$ cat config.mk
export PLATFORM = sky130hd
export DESIGN_NAME = recip_sched
export DESIGN_NICKNAME = d
export VERILOG_FILES = /design/src/rtl/recip_sched.sv
export SDC_FILE = /design/constraint.sdc
export NUM_CORES = 2
export LEC_CHECK = 0
export BUFFER_PORTS_ARGS = -buffer_cell sky130_fd_sc_hd__buf_4
export CAP_MARGIN = 15
export CORE_ASPECT_RATIO = 0.6
export CORE_MARGIN = 2
export CORE_UTILIZATION = 60
export CTS_CLUSTER_DIAMETER = 50
export CTS_CLUSTER_SIZE = 20
export DETAILED_ROUTE_END_ITERATION = 7
export PLACE_DENSITY_LB_ADDON = 0.2
export REMOVE_ABC_BUFFERS = 1
export SETUP_SLACK_MARGIN = 0.05
export SYNTH_ARGS = -nofsm -noshare
export SYNTH_HDL_FRONTEND = slang
export SYNTH_SLANG_ARGS = --single-unit
$ cat constraint.sdc
create_clock -name clk -period 32 [get_ports clk]
set_clock_uncertainty 0.2 [all_clocks]
set_input_delay 3.2 -clock clk [delete_from_list [all_inputs] [get_ports clk]]
set_output_delay 3.2 -clock clk [all_outputs]
set_load 0.01 [all_outputs]
$ cat src/rtl/recip_sched.sv
// Shared reciprocal sequencer: round-robin arbitration between two requesters, then
// normalize / seed / Newton-Raphson / denormalize on one shared signed multiplier.
module recip_sched #(
    parameter int unsigned QM    = 10,
    parameter int unsigned QN    = 8,
    parameter int unsigned ITERS = 3
) (
    input  logic             clk,
    input  logic             reset,
    input  logic [QM+QN-1:0] i_data_a,
    input  logic             i_valid_a,
    output logic             o_ready_a,
    input  logic [QM+QN-1:0] i_data_b,
    input  logic             i_valid_b,
    output logic             o_ready_b,
    output logic [QM+QN-1:0] o_result,
    output logic             o_sat,
    output logic             o_done_a,
    output logic             o_done_b,
    output logic             o_busy
);

    localparam int unsigned W      = QM + QN;
    localparam int unsigned NW     = $clog2(W + 1);
    localparam int unsigned F      = W + 2;       // fractional bits of y, t and m
    localparam int unsigned YW     = F + 2;       // y is unsigned in [0, 4)
    localparam int unsigned MW     = YW + 1;      // signed multiplier operand width
    localparam int unsigned PW     = 2 * MW;
    localparam int unsigned AW     = YW + W;
    localparam int unsigned SHW    = $clog2(AW + 1) + 1;
    // Right shift (minus one, for rounding) that turns y into the result at n = 0.
    localparam int unsigned SH_TOP = 2 * QM + 2 + W - 1;

    localparam logic [YW-1:0] SEED_C1   = YW'((48 << F) / 17);
    localparam logic [YW-1:0] SEED_C2   = YW'((32 << F) / 17);
    localparam logic [YW-1:0] Y_TWO     = YW'(2 << F);
    localparam logic [W-1:0]  MAX_POS   = {1'b0, {(W-1){1'b1}}};
    localparam logic [W-1:0]  ONE_W     = W'(1);
    localparam logic [2:0]    ITER_LAST = 3'(ITERS - 1);

    typedef enum logic [2:0] {
        StIdle,
        StNorm,
        StSeed,
        StIterM,
        StIterC,
        StDenorm
    } state_e;

    state_e          state_q, state_d;
    logic            rr_q, rr_d;
    logic [W-1:0]    op_q;
    logic            neg_q;
    logic            owner_q;
    logic [NW-1:0]   n_q;
    logic [W-1:0]    m_q;
    logic            zero_q;
    logic [YW-1:0]   y_q;
    logic [YW-1:0]   t_q;
    logic [2:0]      iter_q;

    logic [W-1:0]    mag;
    logic [NW-1:0]   lzc_cnt;
    logic [W-1:0]    m_norm;
    logic [YW-1:0]   m_ext;
    logic [YW-1:0]   mul_a, mul_b;
    logic signed [PW-1:0] mul_sa, mul_sb, prod;
    logic [YW-1:0]   prod_f;
    logic [YW-1:0]   y_seed;
    logic [AW-1:0]   acc, acc_sh, rnd;
    logic [SHW-1:0]  sh1;
    logic [W-1:0]    res_d;
    logic            sat_d;
    logic            unused_prod;

    lzc_b #(
        .SZ(W)
    ) u_lzc (
        .lzc_in (mag),
        .lzc_cnt(lzc_cnt)
    );

    // FSM: state register
    always_ff @(posedge clk) begin
        if (reset) begin
            state_q <= StIdle;
            rr_q    <= 1'b0;
        end else begin
            state_q <= state_d;
            rr_q    <= rr_d;
        end
    end

    // FSM: next state and round-robin pointer
    always_comb begin
        state_d = state_q;
        rr_d    = rr_q;
        unique case (state_q)
            StIdle:   if (o_ready_a || o_ready_b) state_d = StNorm;
            StNorm:   state_d = StSeed;
            StSeed:   state_d = StIterM;
            StIterM:  state_d = StIterC;
            StIterC:  state_d = (iter_q == ITER_LAST) ? StDenorm : StIterM;
            StDenorm: state_d = StIdle;
            default:  state_d = StIdle;
        endcase
        if (o_ready_a) begin
            rr_d = 1'b1;
        end else if (o_ready_b) begin
            rr_d = 1'b0;
        end
    end

    // FSM: outputs; a grant is withheld while reset is asserted so no handshake is lost
    always_comb begin
        o_ready_a = 1'b0;
        o_ready_b = 1'b0;
        o_busy    = (state_q != StIdle);
        if (state_q == StIdle && !reset) begin
            if (i_valid_a && (!i_valid_b || !rr_q)) begin
                o_ready_a = 1'b1;
            end else if (i_valid_b) begin
                o_ready_b = 1'b1;
            end
        end
    end

    always_comb begin
        mag    = op_q[W-1] ? (~op_q + ONE_W) : op_q;
        m_norm = mag << lzc_cnt;
        m_ext  = {2'b00, m_q, 2'b00};

        mul_a = '0;
        mul_b = '0;
        unique case (state_q)
            StSeed: begin
                mul_a = SEED_C2;
                mul_b = m_ext;
            end
            StIterM: begin
                mul_a = m_ext;
                mul_b = y_q;
            end
            StIterC: begin
                mul_a = y_q;
                mul_b = Y_TWO - t_q;
            end
            default: begin
                mul_a = '0;
                mul_b = '0;
            end
        endcase
        mul_sa      = $signed({{(PW-YW){1'b0}}, mul_a});
        mul_sb      = $signed({{(PW-YW){1'b0}}, mul_b});
        prod        = mul_sa * mul_sb;
        prod_f      = prod[F+YW-1:F];
        unused_prod = ^{prod[PW-1:F+YW], prod[F-1:0]};
        y_seed      = SEED_C1 - prod_f;
    end

    // Denormalize: r = y * 2^(n + 2*QN - W), rounded half-up on the magnitude
    always_comb begin
        acc    = {y_q, {W{1'b0}}};
        sh1    = SHW'(SH_TOP) - SHW'(n_q);
        acc_sh = acc >> sh1;
        rnd    = (acc_sh + AW'(1)) >> 1;
        sat_d  = 1'b0;
        if (zero_q) begin
            res_d = MAX_POS;
            sat_d = 1'b1;
        end else if (rnd > {{(AW-W){1'b0}}, MAX_POS}) begin
            res_d = neg_q ? (~MAX_POS + ONE_W) : MAX_POS;
            sat_d = 1'b1;
        end else begin
            res_d = neg_q ? (~rnd[W-1:0] + ONE_W) : rnd[W-1:0];
        end
    end

    always_ff @(posedge clk) begin
        if (reset) begin
            op_q     <= '0;
            neg_q    <= 1'b0;
            owner_q  <= 1'b0;
            n_q      <= '0;
            m_q      <= '0;
            zero_q   <= 1'b0;
            y_q      <= '0;
            t_q      <= '0;
            iter_q   <= '0;
            o_result <= '0;
            o_sat    <= 1'b0;
            o_done_a <= 1'b0;
            o_done_b <= 1'b0;
        end else begin
            o_done_a <= 1'b0;
            o_done_b <= 1'b0;
            if (o_ready_a) begin
                op_q    <= i_data_a;
                neg_q   <= i_data_a[W-1];
                owner_q <= 1'b0;
            end else if (o_ready_b) begin
                op_q    <= i_data_b;
                neg_q   <= i_data_b[W-1];
                owner_q <= 1'b1;
            end
            unique case (state_q)
                StNorm: begin
                    n_q    <= lzc_cnt;
                    m_q    <= m_norm;
                    zero_q <= (mag == '0);
                end
                StSeed: begin
                    y_q    <= y_seed;
                    iter_q <= '0;
                end
                StIterM: t_q <= prod_f;
                StIterC: begin
                    y_q    <= prod_f;
                    iter_q <= iter_q + 3'd1;
                end
                StDenorm: begin
                    o_result <= res_d;
                    o_sat    <= sat_d;
                    o_done_a <= !owner_q;
                    o_done_b <= owner_q;
                end
                default: ;
            endcase
        end
    end

endmodule

// Leading-zero counter; returns SZ for an all-zero input.
module lzc_b #(
    parameter int unsigned SZ = 18
) (
    input  logic [SZ-1:0]         lzc_in,
    output logic [$clog2(SZ+1)-1:0] lzc_cnt
);

    localparam int unsigned CW = $clog2(SZ + 1);

    // Scanning upward lets the highest set bit win.
    always_comb begin
        lzc_cnt = CW'(SZ);
        for (int i = 0; i < SZ; i++) begin
            if (lzc_in[i]) lzc_cnt = CW'(SZ - 1 - i);
        end
    end

endmodule

# Word-level counts from Yosys, hierarchy flattened

Index checks and enable logic that the tools add are counted.

Logic and storage cells: 94
Output and inout bits: 24
Register bits after elaboration: 116

Bitwise gates (word level): 3
Equal/unequal tests: 7
Reductions and logical operators: 15
Add/subtract/negate cells: 7
Muxes and demuxes: 43
Order comparisons: 1
$mul: 1
Shifts and indexed selects: 2

Operators by type and width:

| cell                                                             | count |
|---|---|
| one-hot mux 22 bit (3 select lines)                              | 2 |
| two-way mux 18 bit                                               | 7 |
| two-way mux 5 bit                                                | 16 |
| one-hot mux 22 bit (2 select lines)                              | 1 |
| subtractor 22 bit (first input constant)                         | 2 |
| multiplier 22 x 22 -> 42 bit                                     | 1 |
| adder 40 x 1 -> 40 bit (second input constant)                   | 1 |
| right shift 40 x 7 -> 40 bit                                     | 1 |
| greater-than comparator 39 x 17 -> 1 bit (second input constant) | 1 |
| adder 18 x 1 -> 18 bit (second input constant)                   | 2 |
| NOT 18 bit                                                       | 2 |
| zero test 18 bit                                                 | 1 |
| left shift 18 x 5 -> 18 bit                                      | 1 |
| one-hot mux 3 bit (5 select lines)                               | 1 |
| two-way mux 1 bit                                                | 11 |
| equality test 3 x 2 -> 1 bit (second input constant)             | 3 |
| subtractor 6 x 5 -> 7 bit (first input constant)                 | 1 |
| equality test 3 bit (second input constant)                      | 2 |
| two-way mux 3 bit                                                | 2 |
| one-hot mux 3 bit (2 select lines)                               | 1 |
| zero test 1 bit                                                  | 4 |
| two-way mux 2 bit                                                | 2 |
| nonzero test 2 bit                                               | 2 |
| OR reduction 2 bit                                               | 2 |
| 8 further kinds                                                  | 10 |

# Longest topological paths before layout

Depth in word-level cells: 22
Mapped depth: 40
Gate-level depth less buffers: 38

# By module

A second synthesis with hierarchy kept.

Cells, all modules: 3354
Area total of the unflattened synthesis: 26693.1 um2

Modules (own cells, without submodules):

| module      | cells each | area an instance (um2) | instances | seq. area each (um2) |
|---|---|---|---|---|
| recip_sched | 3322       | 26504.2                | 1         | 2302.2 |
| lzc_b       | 32         | 188.9                  | 1         | 0.0 |

# Least setup slack after synthesis

No wires, ideal clock.

Path type: register to register
Start: register t_q[5]
End: register y_q[19]
Data required time: 31685 ps
Data arrival time: 9717 ps
Stages on the path, launching flop included: 39
Slack: 21969 ps
Library setup time: 115 ps
Path buffers: 2
Cells stage by stage: dfxtp_1 > or4_1 > nor2_1 > nand2b_1 > or4_1 > nor3_1 > xnor2_1 > nand2_1 > o21ai_0 > clkbuf_1 > nand2_1 > fa_1 > inv_1 > ha_1 > inv_1 > fa_1 > inv_1 > fa_1 > (+3 left out) > fa_1 > inv_1 > ha_1 > buf_2 > nand2_1 > or3_1 > o221a_2 > nand2_1 > xor2_1 > ha_1 > inv_1 > o32ai_1 > a211oi_1 > nand2b_1 > a21boi_0 > o311ai_1 > xnor2_1 > a2111oi_0

Longest elaborated chain between the ends: 5

RTL lines:

| what                                | RTL line | text |
|---|---|---|
| start, declared                     | 59       | `logic [YW-1:0] t_q;` |
| start signal, assigned              | 216      | `StIterM: t_q <= prod_f;` |
| subtractor 22 bit                   | 146      | `mul_b = Y_TWO - t_q;` |
| one-hot mux 22 bit (3 select lines) | 135      | `unique case (state_q)` |
| multiplier 22 x 22 -> 42 bit        | 155      | `prod = mul_sa * mul_sb;` |
| via prod[21]                        | 67       | `logic signed [PW-1:0] mul_sa, mul_sb, prod;` |
| subtractor 22 bit                   | 158      | `y_seed = SEED_C1 - prod_f;` |
| one-hot mux 22 bit (2 select lines) | 206      | `unique case (state_q)` |
| end signal, assigned                | 213      | `y_q <= y_seed;` |
| end signal, assigned                | 218      | `y_q <= prod_f;` |
| end, declared                       | 58       | `logic [YW-1:0] y_q;` |

The timed path passes the listed nets, and every way through them passes these cells.
A chain may end at the register's enable or synchronous reset.

# Worst setup path in the final report

Start: register state_q[0]
End: register y_q[19]

Longest elaborated chain between the ends: 5
Elaborated cells between the ends (all ways): 9
Those cells by class: add/sub (1); mul (1); eq/ne (3); mux (3); reduce/logical (1)

RTL lines:

| what                                                                | RTL line | text |
|---|---|---|
| start, declared                                                     | 50       | `state_e state_q, state_d;` |
| start signal, assigned                                              | 86       | `state_q <= StIdle;` |
| start signal, assigned                                              | 89       | `state_q <= state_d;` |
| equality test 3 bit or equality test 3 x 2 -> 1 bit (tied branches) | 135      |  |
| one-hot mux 22 bit (3 select lines)                                 | 135      |  |
| multiplier 22 x 22 -> 42 bit (*)                                    | 155      |  |
| via prod[21]                                                        | 67       |  |
| subtractor 22 bit (*)                                               | 158      |  |
| one-hot mux 22 bit (2 select lines) (*)                             | 206      |  |

The timed path passes the listed nets; every way through them passes the cells marked *.

==> parameters.txt <==
Parameter                              Value

Pwr
  Largest voltage drop on the vdd net    50.30 uV
  Net switching power figure    0.0004958 W
  Power per unit of standard cell area    34.40 nW/um^2
  Clk network pwr share    21.7%
  Switching share of total power    51.37%
  Pint    0.0004694 W
  Static leakage power    13.09 nW
  Power share of the sequential group    22.3%
  Proportion of power drawn by combinational gates    56.1%

STA
  Minimum period implied by the final worst setup slack    12.14 ns
  Total count of max-transition violations in the final report    0
  Sum of negative setup slack    0 ns
  Max transition margin    5.261%
  Final period util    37.94%
  Min Hold Slack    0.2538 ns
  Final hold viol count    0
  Slew at the pin closest to its max-slew limit    1.421 ns
  Setup-failing EPs final    0
  Fmax    0.08237 GHz
  Unrepaired setup endpoints after global routing    false

Yosys
  Post-synth design cell area    26690 sq um
  Number of storage elements in the synthesis netlist    115
  Fraction of registers with async set or reset after synthesis    0%
  Syn Inst Count    3309
  Synth area leaders    sky130_fd_sc_hd__fa_1 30%, sky130_fd_sc_hd__dfxtp_1 8.6%, sky130_fd_sc_hd__nand2_1 7.3%
  YS warnings    0
  Top FF cell, synth    sky130_fd_sc_hd__dfxtp_1
  Average cell area after synthesis    8.067 sq um
  Fraction of the mapped netlist area in compound gates    14.69%
  Area share of fa/ha/maj cells after synthesis    36.75%
  Most used standard cell by instance count after synthesis    sky130_fd_sc_hd__nand2_1
  Parity-gate share of the synthesized area counting xor and xnor cells    2.526%
  Post-synthesis share of cell area spent on and, or, nand and nor gates    19.64%
  Count of unique library cells instantiated by Yosys    113
  Post-synth EDFFs    0
  Combinational family with the most area after synthesis    adder cells
  Top cells by instance count after synthesis    518 x sky130_fd_sc_hd__nand2_1, 508 x sky130_fd_sc_hd__inv_1, 395 x sky130_fd_sc_hd__fa_1
  Library cell occupying the most area in the post-synthesis netlist    sky130_fd_sc_hd__fa_1
  Seq/Total Area, Yosys    8.625%
  Multiplexer share of the synthesized area    7.134%
  Area share of the leading cell type in the synthesized netlist    29.62%

Critical path
  Most Frequent Cell on Critical Path    sky130_fd_sc_hd__fa_1
  Critical-path maximum fanout    77
  Slowest stage delay, CP    1.20 ns
  Crit path launch type    flip-flop
  Crit path DAT    12.25 ns
  Data required time of the worst path    32.11 ns
  Slowest stage cell on the critical path    sky130_fd_sc_hd__a22oi_1
  Type of the worst setup path    reg -> reg
  CP top delay family    adder cells
  Critical path buffers and inverters    6
  Nature of the critical path endpoint    flip-flop

Finish
  Final core area utilization    64.32%
  FILL cells    3765
  Total area of sequential cells    2307 sq um
  Ratio of cells with drive above 1 in the final layout    8.080%
  Nets@finish    3829
  Area growth from synthesis to final layout    5.123%
  Non-Filler Instances    3835
  Area of the multi-input gates    21570 sq um

Placed design
  Placer Congestion    1.142
  PortBufs    63
  Number of instances in the placed design    3801
  Hpwl dp    74100 microns

Flow run
  Max-cap violations    0

CTS
  Number of buffers inserted for hold repair after clock tree synthesis    0
  Worst-Skew Late Latency    0.44 ns
  CTS-repair resized insts    0
  TritonCTS clock tree    done
  Clock-pin slew on the worst setup and hold paths    0.06 ns
  Number of buffers created by CTS    17
  Root buffer cell    sky130_fd_sc_hd__clkbuf_16
  Depth of the CTS H-tree    4
  Clk sink count    115
  Clock Tree Buf Depth    2
  Number of post-CTS setup repair buffers    0

Outcome
  Run status    complete, but fails checks
  Violations in the final reports    DRC

Drt
  Initial DRC count    4091
  Remaining number of nets flagged by the antenna check after routing    0
  Number of detailed-routing iterations run before antenna repair    8
  Vias per inst    6.563
  Final WL    92900 microns
  Vias after detailed routing    25170
  Final routed wire length divided by cell count    24.23 microns
  Drc violations    16

GRT
  Global Route Usage Sum    40.65%
  Met3 Resource Use GR    20.41%
  Global routing met1 resource utilization    59.34%
  Number of global-route vias before repair    24480
  Pin count of the biggest net entering global routing    78
  Most Used Layer, Global Route    met1
  Number of antenna violations at the first check in global routing    1
  Global-route wire length before repair    143600 microns
  Global Route met2 Usage    52.20%
  Congestion Overflow GR    0

Floorplan
  Initial core utilization    61.18%
  Die Width    276.3 microns
  Die footprint    46250 sq um
  Cell row count    59
  Std-Cell Core Area    43630 sq um
  Die extent in y    167.4 microns
  I/O pin total    64

Min path
  Min-Delay Path Class    reg -> reg
## final cells by class
| type | count | area share (%) |
|---|---|---|
| inverters | 513 | 6.862 |
| flip-flops and latches | 115 | 8.222 |
| clock buffers | 19 | 1.614 |
| well taps | 579 | 2.582 |
| diodes | 1 | 0.008918 |
| multi-input cells | 2475 | 76.88 |
| clock inverters | 13 | 0.6153 |
| repair buffers | 120 | 3.210 |
## cell usage in the layout (no fill, tap or decap), types with 37 or more instances in the layout
| master | count |
|---|---|
| sky130_fd_sc_hd__nand2_1 | 518 |
| sky130_fd_sc_hd__inv_1 | 508 |
| sky130_fd_sc_hd__fa_1 | 395 |
| sky130_fd_sc_hd__nor2_1 | 315 |
| sky130_fd_sc_hd__ha_1 | 152 |
| sky130_fd_sc_hd__a21oi_1 | 125 |
| sky130_fd_sc_hd__buf_4 | 120 |
| sky130_fd_sc_hd__dfxtp_1 | 111 |
| sky130_fd_sc_hd__mux2i_1 | 77 |
| sky130_fd_sc_hd__o21ai_0 | 65 |
| sky130_fd_sc_hd__nand3_1 | 50 |
| sky130_fd_sc_hd__xnor2_1 | 47 |
| sky130_fd_sc_hd__nor3_1 | 46 |
| sky130_fd_sc_hd__and2_1 | 40 |
| sky130_fd_sc_hd__a21o_1 | 37 |
## registers in the layout, indices dropped and copies added, names as in the netlist
signal / flops
m_q: 18
zero_q: 1
rr_q: 1
n_q: 5
o_done_b: 1
o_result: 18
state_q: 3
o_done_a: 1
o_sat: 1
op_q: 18
owner_q: 1
t_q: 22
y_q: 22
iter_q: 3
## power groups by stage
| stage | clock [W] | sequential [W] | combinational, W |
|---|---|---|---|
| floorplan | 0 | 0.000203 | 0.000338 |
| global placement | 0 | 0.000210 | 0.000497 |
| detailed placement | 0 | 0.000212 | 0.000511 |
| CTS | 0.000208 | 0.000209 | 0.000515 |
| global route | 0.000216 | 0.000213 | 0.000569 |
| finish | 0.000209 | 0.000215 | 0.000541 |
## per-stage QoR
stage | setup slack (ns) | power [W] | area [sq um]
6_report | 19.86 | 0.0009652 | 28060
5_1_grt | 19.57 | 0.0009989 | 28060
4_1_cts | 20.12 | 0.0009316 | 28050
3_5_place_dp | 20.18 | 0.0007227 | 27430
3_3_place_gp | 20.29 | 0.0007069 | 27420
2_1_floorplan | 21.09 | 0.0005406 | 25780
## worst register-to-register path: cells and delay by family, from the launching register on
| family | cells | cell delay, ns |
|---|---|---|
| adders and majority gates | 9 | 4.36 |
| AOI/OAI and AO/OA | 7 | 3.36 |
| and+or+nand+nor | 7 | 1.91 |
| DFF | 1 | 0.99 |
| buffers and inverters | 6 | 0.64 |
| xor gates and xnor gates | 2 | 0.58 |
## logic make-up after synthesis
kind of cell               count (synthesis)
DFF                                      115
adders and majority gates                547
muxes                                    134
and+or+nand+nor                         1163
xor gates and xnor gates                  77
buffers and inverters                    719
AOI/OAI and AO/OA                        554
## per-layer routing
metal  routed length [microns]  share of wire, %
met1                     38210                41
met2                     34470                37
met3                     17330                19
met4                      2475               2.7
met5                       425              0.46
## path summary, 6_finish.rpt
check              to  startpoint  slack, ns  depth (start not counted)
max           y_q[19]  state_q[0]      19.86                         31
min          o_done_a     owner_q       0.25                          1
max reg2reg   y_q[19]  state_q[0]      19.86                         31
min reg2reg  o_done_a     owner_q       0.25                          1
Power figures use the tool's default switching activity.
